**config.mk**
```make
export PLATFORM = sky130hd
export DESIGN_NAME = sha1_msg_pad
export DESIGN_NICKNAME = d
export VERILOG_FILES = /design/src/rtl/sha1_msg_pad.sv
export SDC_FILE = /design/constraint.sdc
export NUM_CORES = 1
export LEC_CHECK = 0
export ABC_AREA = 1
export CAP_MARGIN = 15
export CORE_MARGIN = 1
export CORE_UTILIZATION = 45
export CTS_CLUSTER_DIAMETER = 40
export DETAILED_ROUTE_END_ITERATION = 7
export HOLD_SLACK_MARGIN = 0.12
export PLACE_DENSITY = 0.7
export RECOVER_POWER = 25
export SLEW_MARGIN = 20
export SYNTH_ARGS = -nofsm -noshare
export SYNTH_HDL_FRONTEND = slang
export SYNTH_SLANG_ARGS = --single-unit
```
**constraint.sdc**
```tcl
create_clock -name clk -period 2.4 [get_ports clk]
set_input_delay 0.48 -clock clk [delete_from_list [all_inputs] [get_ports clk]]
set_output_delay 0.48 -clock clk [all_outputs]
set_load 0.01 [all_outputs]
```
**src/rtl/sha1_msg_pad.sv**
```systemverilog
// SHA-1 message padder: packs a byte stream big-endian into 512-bit blocks,
// appends 0x80, zero fill and the 64-bit bit length, and hands each block to
// the compression core over a valid/ready handshake with first/last flags.
`timescale 1ns/1ps
module sha1_msg_pad #(
  parameter int unsigned LEN_W = 32
) (
  input  logic         clk,
  input  logic         rstn,
  input  logic [7:0]   din,
  input  logic         din_vld,
  input  logic         din_last,
  output logic         din_rdy,
  output logic [511:0] blk,
  output logic         blk_vld,
  input  logic         blk_rdy,
  output logic         blk_first,
  output logic         blk_last
);

  typedef enum logic [1:0] {StFill, StPad, StOut, StExtra} state_e;

  state_e                 state_q, state_d;
  logic [63:0][7:0]       blk_q, blk_d;     // element 63 is message byte 0
  logic [5:0]             idx_q, idx_d;
  logic [LEN_W-1:0]       len_q, len_d;
  logic                   pend_pad_q, pend_pad_d;
  logic                   pend_len_q, pend_len_d;
  logic                   msg_start_q, msg_start_d;  // next block opens a message
  logic                   first_q, first_d;
  logic                   last_q, last_d;
  logic                   din_rdy_q, din_rdy_d;
  logic                   blk_vld_q, blk_vld_d;

  logic                   accept;
  logic                   xfer;
  logic [63:0]            bit_len;

  assign accept  = din_vld & din_rdy_q;
  assign xfer    = blk_vld_q & blk_rdy;
  assign bit_len = {{(61 - LEN_W){1'b0}}, len_q, 3'b000};

  assign din_rdy   = din_rdy_q;
  assign blk_vld   = blk_vld_q;
  assign blk       = blk_q;
  assign blk_first = first_q;
  assign blk_last  = last_q;

  // State and datapath registers; all state is discarded on reset.
  always_ff @(posedge clk or negedge rstn) begin
    if (!rstn) begin
      state_q     <= StFill;
      blk_q       <= '0;
      idx_q       <= '0;
      len_q       <= '0;
      pend_pad_q  <= 1'b0;
      pend_len_q  <= 1'b0;
      msg_start_q <= 1'b1;
      first_q     <= 1'b0;
      last_q      <= 1'b0;
      din_rdy_q   <= 1'b0;
      blk_vld_q   <= 1'b0;
    end else begin
      state_q     <= state_d;
      blk_q       <= blk_d;
      idx_q       <= idx_d;
      len_q       <= len_d;
      pend_pad_q  <= pend_pad_d;
      pend_len_q  <= pend_len_d;
      msg_start_q <= msg_start_d;
      first_q     <= first_d;
      last_q      <= last_d;
      din_rdy_q   <= din_rdy_d;
      blk_vld_q   <= blk_vld_d;
    end
  end

  // Next-state logic, block assembly and registered handshake outputs.
  always_comb begin
    state_d     = state_q;
    blk_d       = blk_q;
    idx_d       = idx_q;
    len_d       = len_q;
    pend_pad_d  = pend_pad_q;
    pend_len_d  = pend_len_q;
    msg_start_d = msg_start_q;
    first_d     = first_q;
    last_d      = last_q;

    unique case (state_q)
      StFill: begin
        if (accept) begin
          blk_d[6'd63 - idx_q] = din;
          idx_d                = idx_q + 6'd1;
          len_d                = len_q + LEN_W'(1);
          if (idx_q == 6'd63) begin
            // Full block; a trailing din_last defers 0x80 to an extra block.
            state_d    = StOut;
            first_d    = msg_start_q;
            last_d     = 1'b0;
            pend_pad_d = din_last;
          end else if (din_last) begin
            state_d = StPad;
          end
        end
      end
      StPad: begin
        // idx_q holds n, the count of data bytes in this block.
        for (int unsigned i = 0; i < 64; i++) begin
          if (6'(i) == idx_q) begin
            blk_d[6'(63 - i)] = 8'h80;
          end else if (6'(i) > idx_q) begin
            blk_d[6'(63 - i)] = 8'h00;
          end
        end
        if (idx_q <= 6'd55) begin
          blk_d[7:0] = bit_len;
          last_d     = 1'b1;
        end else begin
          last_d     = 1'b0;
          pend_len_d = 1'b1;
        end
        first_d = msg_start_q;
        idx_d   = '0;
        state_d = StOut;
      end
      StOut: begin
        if (xfer) begin
          state_d     = (pend_pad_q || pend_len_q) ? StExtra : StFill;
          idx_d       = '0;
          msg_start_d = last_q;
          if (last_q) begin
            len_d = '0;
          end
        end
      end
      StExtra: begin
        blk_d      = '0;
        blk_d[63]  = pend_pad_q ? 8'h80 : 8'h00;
        blk_d[7:0] = bit_len;
        first_d    = 1'b0;
        last_d     = 1'b1;
        pend_pad_d = 1'b0;
        pend_len_d = 1'b0;
        state_d    = StOut;
      end
      default: state_d = StFill;
    endcase

    din_rdy_d = (state_d == StFill);
    blk_vld_d = (state_d == StOut);
  end

endmodule

```
== Yosys cells after proc, flatten, opt, wreduce, memory -nomap -nowiden ==
Index checks and enable logic that the tools add are counted.

* Flip-flop bits (word level): 559
* Word-level logic and storage cells: 524
* Bits of input ports: 13
* Output and inout port bits: 516

* Order comparisons: 67
* Bitwise operators: 2
* Muxes and demuxes: 160
* Reductions and logical operators: 81
* Eq/ne operators: 137
* Add/subtract/negate cells: 3

{| class="wikitable"
|+ Operator list
! kind !! number
|-
| 512-bit case mux with 3 select lines || 1
|-
| 8-bit 2-to-1 mux || 130
|-
| 512-bit bitwise mux || 1
|-
| 512-bit 2-to-1 mux || 1
|-
| 3-bit AND reduction || 67
|-
| 6-bit == test (first input constant) || 32
|-
| 6-bit > comparator (first input constant) || 32
|-
| 3-bit != test (second input constant) || 56
|-
| 5-bit by 6-bit == test with 1-bit output (first input constant) || 16
|-
| 5-bit by 6-bit > comparator with 1-bit output (first input constant) || 16
|-
| 32-bit 2-to-1 mux || 3
|-
| 64-bit 2-to-1 mux || 1
|-
| 32-bit case mux with 2 select lines || 1
|-
| 8-bit demux with 6-bit select || 1
|-
| 4-bit by 6-bit == test with 1-bit output (first input constant) || 8
|-
| 4-bit by 6-bit > comparator with 1-bit output (first input constant) || 8
|-
| 32-bit by 1-bit adder with 32-bit output (second input constant) || 1
|-
| 4-bit != test (second input constant) || 8
|-
| 3-bit by 6-bit == test with 1-bit output (first input constant) || 4
|-
| 3-bit by 6-bit > comparator with 1-bit output (first input constant) || 4
|-
| 6-bit case mux with 3 select lines || 1
|-
| 2-bit by 6-bit == test with 1-bit output (first input constant) || 2
|-
| 1-bit by 6-bit > comparator with 1-bit output (first input constant) || 2
|-
| 2-bit by 6-bit > comparator with 1-bit output (first input constant) || 2
|-
| other kinds (26) || 52
|}

== Depth between registers and ports, before layout ==
Gate-level depths: netlist of the first run.

* Word-level depth: 8
* Depth in mapped cells: 12
* Mapped depth without buffers: 11

== Least setup slack after synthesis of the first run ==
Ideal clock, no wire load.

* Path kind: reg-to-reg
* From: reg state_q[1]
* To: reg with a tool-made name
* Arrival time: 1.835 ns
* Path slack: 0.422 ns
* Period minus slack after synthesis: 1.978 ns
* Setup time: 0.143 ns
* Path buffers: 2
* Stages on the path, launching flop included: 9
* Data required time: 2.257 ns
* Cell sequence: dfrtp_1 inv_1 ha_1 nor2_2 inv_1 buf_2 buf_2 o21ai_1 o21ai_0

{| class="wikitable"
|+ RTL lines
! what !! RTL line !! RTL
|-
| start: declaration || 23 || <nowiki>state_e state_q, state_d;</nowiki>
|-
| start signal: assignment || 52 || <nowiki>state_q <= StFill;</nowiki>
|-
| start signal: assignment || 64 || <nowiki>state_q <= state_d;</nowiki>
|}

== Worst setup path after layout of the first run ==
* From: reg state_q[1]
* To: reg blk_q, in the netlist blk[466]

* Word-level cells in the longest chain between the ends: 3
* Elaborated cells on any way between the ends: 8
* Those cells by class: eq/ne: 4; mux: 1; reduce/logical: 3

{| class="wikitable"
|+ Ends and longest elaborated chain
! what !! RTL line !! RTL
|-
| 2-bit by 1-bit == test with 1-bit output (tied with other cells) || 90 || <nowiki>unique case (state_q)</nowiki>
|-
| 3-bit != test (no line) (tied with other cells) || - ||
|-
| 3-bit AND reduction (no line) || - ||
|-
| end signal: assignment || 65 || <nowiki>blk_q <= blk_d;</nowiki>
|-
| end: declaration || 24 || <nowiki>logic [63:0][7:0] blk_q, blk_d;</nowiki>
|}

Several ways; a longest one is shown, not always the timed one.
A chain may end at the register's enable or synchronous reset.

==> flow_metrics.tcl, run 1 <==
set metrics [dict create \
    vias 25839 \
    pwr_density_cell_nw_per_um2 1030 \
    finalSetupViolations 0 \
    hold_violations 0 \
    whs_ns 0.262 \
    mostFrequentLayoutCells "nand2_1 (997), dfrtp_1 (557), clkdlybuf4s50_1 (521)" \
    synth.distinct_cells 37 \
    min-delay-start "din[0]" \
    rows 85 \
    violations "max-capacitance violations, max-slew violations" \
    htree_levels 3 \
    grt_pass1_wl_mm 161 \
    drtPass1Iterations 6 \
    critical_path.cell_chain "inv_1, ha_1, buf_4, inv_1, buf_6, nor2_1, nor2_2, o21ai_2, buf_4, nand2_1, o21ai_0" \
    max_slew_margin -0.160 \
    wl_per_cell_um 23.7 \
    grt_overflow_total 0 \
    min_period_over_period 0.956 \
    ys_seq_area_frac 0.562 \
    clkLatencyLatePin_ns 0.63 \
    die_area_sq_um 56300 \
    crit_path_start "state_q[1]" \
    synth_edf_count 0 \
    dpl.hpwl_mm 79.8 \
    drt_iter0_markers 2565 \
    crit_fanout 14 \
    path_buf_inv 5 \
    tritoncts "built" \
    rsz0062_at_grt "true" \
    postSynthCellCount 3027 \
    gp_congestion 1.00 \
    nNetsFinal 3801 \
    grt.total_usage 0.381 \
    diodes 0 \
    cp_top_family "buffers and inverters" \
    drive_gt1_frac 0.129 \
    first_global_vias 25501 \
    crit_type "flop to flop" \
    initial_utilization 0.459 \
    die_w_um 237 \
    fillers 4444 \
    fmax_mhz 436 \
    fin_worst_skew_ns 0.0273 \
    synth_ff_type "dfrtp_1" \
    utilization 0.656 \
    avgSynthCellArea_sq_um 8.22 \
    p_leak_nw 16.3 \
    stdcell_area_sq_um 35600 \
    postRouteAntennaNets 0 \
    route.detailed.drc 0 \
    clock_sinks 559 \
    min_delay_path_depth 3 \
    r2r_start "state_q[1]" \
    crit_slowest_cell "dfrtp_1" \
    area_growth_pct 42.9 \
    tightest_slew_ns 1.74 \
    status "finished with violations" \
    cts_inserted_buffers 78 \
    grt_max_degree 86 \
    cts_root_buf "clkbuf_16" \
    timing.rr.end "blk[466]" \
    slowest_delay_ns 0.46 \
    async_reset_ff_frac 1.00 \
    clkTransAtPathRegs_ns 0.06 \
    grt_antenna_before_repair 2 \
    die_h_um 237 \
    netlist_area_sq_um 24900 \
    clk_path_buf_depth 3 \
    peakVddDrop_mv 0.564 \
    wl_mm 108 \
    drv_cap 1 \
    yosys_warnings 0 \
    postPlaceCellArea_sq_um 32700 \
    start_kind "flop" \
    drv_slew 41 \
    critPathCaptureType "flop" \
    fin_crit_ns 2.29 \
    ys_ff_latch 559 \
    coreArea_sq_um 54200 \
    cp_data_required_time_ns 2.89 \
    layout_commonest_cell "nand2_1" \
    regToRegSetupSlack_ns 0.11 \
    ff2ff_path_depth 11 \
    port_buffers 528 \
    via_per_inst 5.69 \
    hp-class "input port to flop" \
    holdPathEnd "blk[344]" \
    syn-num-nets 3050 \
    critPathArrivalTime_ns 2.79 \
    ios 529 \
]
## how the worst max path moves through the flow
stage | endpoint | depth (start not counted)
floorplan | flop | 8
global placement | blk[51] | 11
detailed placement | blk[464] | 9
CTS | blk[237] | 9
global route | blk[432] | 10
finish | blk[466] | 11
## cell usage after synthesis (20+ instances only)
library cell	n	area share
nand2_1	1006	0.15
dfrtp_1	558	0.56
o21ai_0	385	0.077
nor2_1	210	0.032
inv_1	200	0.030
a21oi_1	144	0.029
nand3_1	126	0.025
o22ai_1	77	0.019
clkbuf_1	66	0.010
o21ai_1	46	0.0092
nand4_1	37	0.0093
buf_2	32	0.0064
inv_2	20	0.0030
nor2_2	20	0.0050
## cell families (layout without fill, tap and decap cells)
family | Yosys count | after routing | share of synthesized area
buf+inv | 334 | 1149 | 0.0527
fa+ha+maj | 10 | 10 | 0.00503
flops | 559 | 559 | 0.562
compound gates | 697 | 697 | 0.149
xor+xnor | 1 | 1 | 0.000352
simple gates | 1426 | 1426 | 0.230
## what timing repair did
item	CTS	global route
endpoints found under the hold margin	27	0
hold buffers	1	0
setup endpoints to repair	76	290
gates resized for setup	5	42
setup buffers	0	5
pin swaps	0	1
## stage by stage
stage                     TNS (ns)  worst slack [ns]  instances  power [mW]
after floorplan                  0             0.422       3027        16.8
after global placement       -6.89            -0.104       4388        23.9
after detailed placement    -11.86            -0.153       4388        24.1
after CTS                  -0.0107          -0.00448       4533        36.0
after global routing       -0.0393           -0.0211       4538        37.7
final                            0             0.105       4538        36.5
## per-layer routing
metal | track usage | share of wire
met1 | 0.498 | 0.40
met2 | 0.610 | 0.46
met3 | 0.0900 | 0.096
met4 | 0.162 | 0.042
met5 | 0 | 0.00014
## power breakdown
| part | total (mW) | switching (mW) | internal, mW |
|---|---|---|---|
| clock network | 11.9 | 4.86 | 7.00 |
| registers | 10.8 | 0.681 | 10.2 |
| logic | 13.8 | 9.15 | 4.67 |
## worst register-to-register path, delay by kind of cell (launching register included)
kind,cells,cell delay (ns)
and+or+nand+nor,3,0.40
buffers and inverters,5,0.88
adders and majority gates,1,0.20
AOI/OAI and AO/OA,2,0.23
DFF,1,0.46
## final cells by class
type	count	area, sq um	share of cell area
timing repair buffer	783	7430	0.209
multi-input combinational	2134	9750	0.274
clock buffer	93	2130	0.0600
clock inverter	51	553	0.0155
sequential	559	14000	0.393
tap	696	871	0.0245
inverter	222	840	0.0236
Power figures use the tool's default switching activity.
==> run 2, diff against run 1 <==
GPL_ROUTABILITY_DRIVEN = 0   (was default)
SLEW_MARGIN = 40   (was 20)
==> flow_metrics.tcl, run 2 (synthesis gave the netlist of run 1 again) <==
set metrics [dict create \
    status "finished, final reports clean" \
    max_slew_margin 0.00291 \
    whs_ns 0.338 \
    rsz0062_at_grt "true" \
    wl_per_cell_um 23.0 \
    setup-tns-final_ns 0 \
    fin_crit_ns 2.33 \
    via_per_inst 5.79 \
    path_buf_inv 4 \
    peakVddDrop_mv 0.641 \
    crit_slowest_cell "dfrtp_1" \
    tritoncts "built" \
    rows 85 \
    crit_type "flop to flop" \
    route.detailed.drc 0 \
    min_delay_path_depth 3 \
    place_ws_ns -0.0426 \
    nNetsFinal 3791 \
    coreArea_sq_um 54200 \
    slowest_delay_ns 0.45 \
    grt.total_usage 0.369 \
    clkTransAtPathRegs_ns 0.05 \
    dpl.hpwl_mm 77.4 \
    crit_path_start "state_q[0]" \
    critPathArrivalTime_ns 2.83 \
    drtPass1Iterations 7 \
    grt_pass1_wl_mm 157 \
    clkLatencyLatePin_ns 0.64 \
    grt_antenna_before_repair 2 \
    min_period_over_period 0.969 \
    vias 26299 \
    drive_gt1_frac 0.125 \
    fillers 4302 \
    cts_inserted_buffers 91 \
    htree_levels 3 \
    ff2ff_path_depth 12 \
    die_area_sq_um 56300 \
    fin_worst_skew_ns 0.0252 \
    fmax_mhz 430 \
    min-delay-start "din[5]" \
    finalSetupViolations 0 \
    area_growth_pct 44.0 \
    pwr_density_cell_nw_per_um2 1060 \
    initial_utilization 0.459 \
    drv_slew 0 \
    holdPathEnd "blk[349]" \
    cts_root_buf "clkbuf_16" \
    ios 529 \
    die_w_um 237 \
    stdcell_area_sq_um 35800 \
    die_h_um 237 \
    hold_violations 0 \
    drv_cap 0 \
    hp-class "input port to flop" \
    postRouteAntennaNets 0 \
    first_global_vias 25517 \
    regToRegSetupSlack_ns 0.07 \
    start_kind "flop" \
    port_buffers 528 \
    drt_iter0_markers 3275 \
    critPathCaptureType "flop" \
    layout_commonest_cell "nand2_1" \
    timing.rr.end "blk[444]" \
    tightest_slew_ns 1.50 \
    r2r_start "state_q[0]" \
    grt_overflow_total 0 \
    wl_mm 104 \
    cp_top_family "simple AND/OR/NAND/NOR gates" \
    critical_path.cell_chain "inv_1, ha_1, nand2_1, nand2_1, inv_2, buf_4, nand3_1, nand2_1, o21ai_1, buf_4, nor2_1, nor2_1" \
    grt_max_degree 78 \
    cp_data_required_time_ns 2.91 \
    cpMostUsedCell "nand2_1" \
    clock_sinks 559 \
    mostFrequentLayoutCells "nand2_1 (1,003), dfrtp_1 (558), clkdlybuf4s50_1 (521)" \
    p_leak_nw 16.5 \
    clk_path_buf_depth 3 \
    crit_fanout 7 \
    postPlaceCellArea_sq_um 32500 \
    worst_slack_ns 0.0746 \
]
==> run 2: cell count changes in the layout (fill, tap and decap cells not counted), moves of 7 or more <==
cell / delta
clkbuf_16: +15
bufinv_16: +7
buf_4: -16
clkinvlp_4: +11
==> run 2: layout make-up <==
cell class                      instances  area [sq um]  area share
Tap cell                              696           871      0.0243
Inverter                              222           833      0.0233
Multi-Input combinational cell       2134          9670       0.270
Timing Repair Buffer                  760          7190       0.201
Clock buffer                          108          2540      0.0708
Sequential cell                       559         14000       0.390
Clock inverter                         61           747      0.0208
Antenna cell                            2          5.00    0.000140
==> run 2: what timing repair did <==
action                                  in CTS  in global routing
buffers inserted                             0                  3
hold buffers                                 1                  0
endpoints found under the setup margin       7                186
hold endpoints to repair                    34                  0
pin swaps                                    0                  2
resized for setup                            1                 17
==> run 2: tightest hold or removal path, stage by stage <==
cell and delay (ns):
buf_2 0.23, nand4_1 0.15, nand2_1 0.05
==> run 2: how the worst max path moves through the flow <==
stage / endpoint / slack [ns] / cells past startpoint
6_report: blk[444] / 0.07 / 12
2_1_floorplan: flop / 0.42 / 8
5_1_grt: blk[444] / -0.02 / 12
4_1_cts: blk[180] / 0.003 / 9
3_5_place_dp: blk[432] / -0.04 / 11
3_3_place_gp: blk[274] / -0.02 / 9
==> run 2: power by group <==
part	internal (mW)	total, mW	switching [mW]
registers	10.2	10.8	0.671
clock network	8.88	14.0	5.10
logic	4.45	13.3	8.82
total	23.5	38.1	14.6
==> run 2: per-stage QoR <==
step	util	total power, mW	cells
final	0.661	38.1	4542
after global routing	0.661	39.4	4540
after CTS	0.661	37.7	4537
after detailed placement	0.600	23.7	4367
after global placement	0.600	23.4	4367
after floorplan	-	16.8	3027
==> run 2: per-layer routing <==
| layer | share of wire | wire length (um) | track usage |
|---|---|---|---|
| met4 | 0.054 | 5690 | 0.189 |
| met5 | 0.00012 | 13 | 0 |
| met3 | 0.11 | 11500 | 0.0967 |
| met1 | 0.38 | 39700 | 0.472 |
| met2 | 0.46 | 47500 | 0.579 |
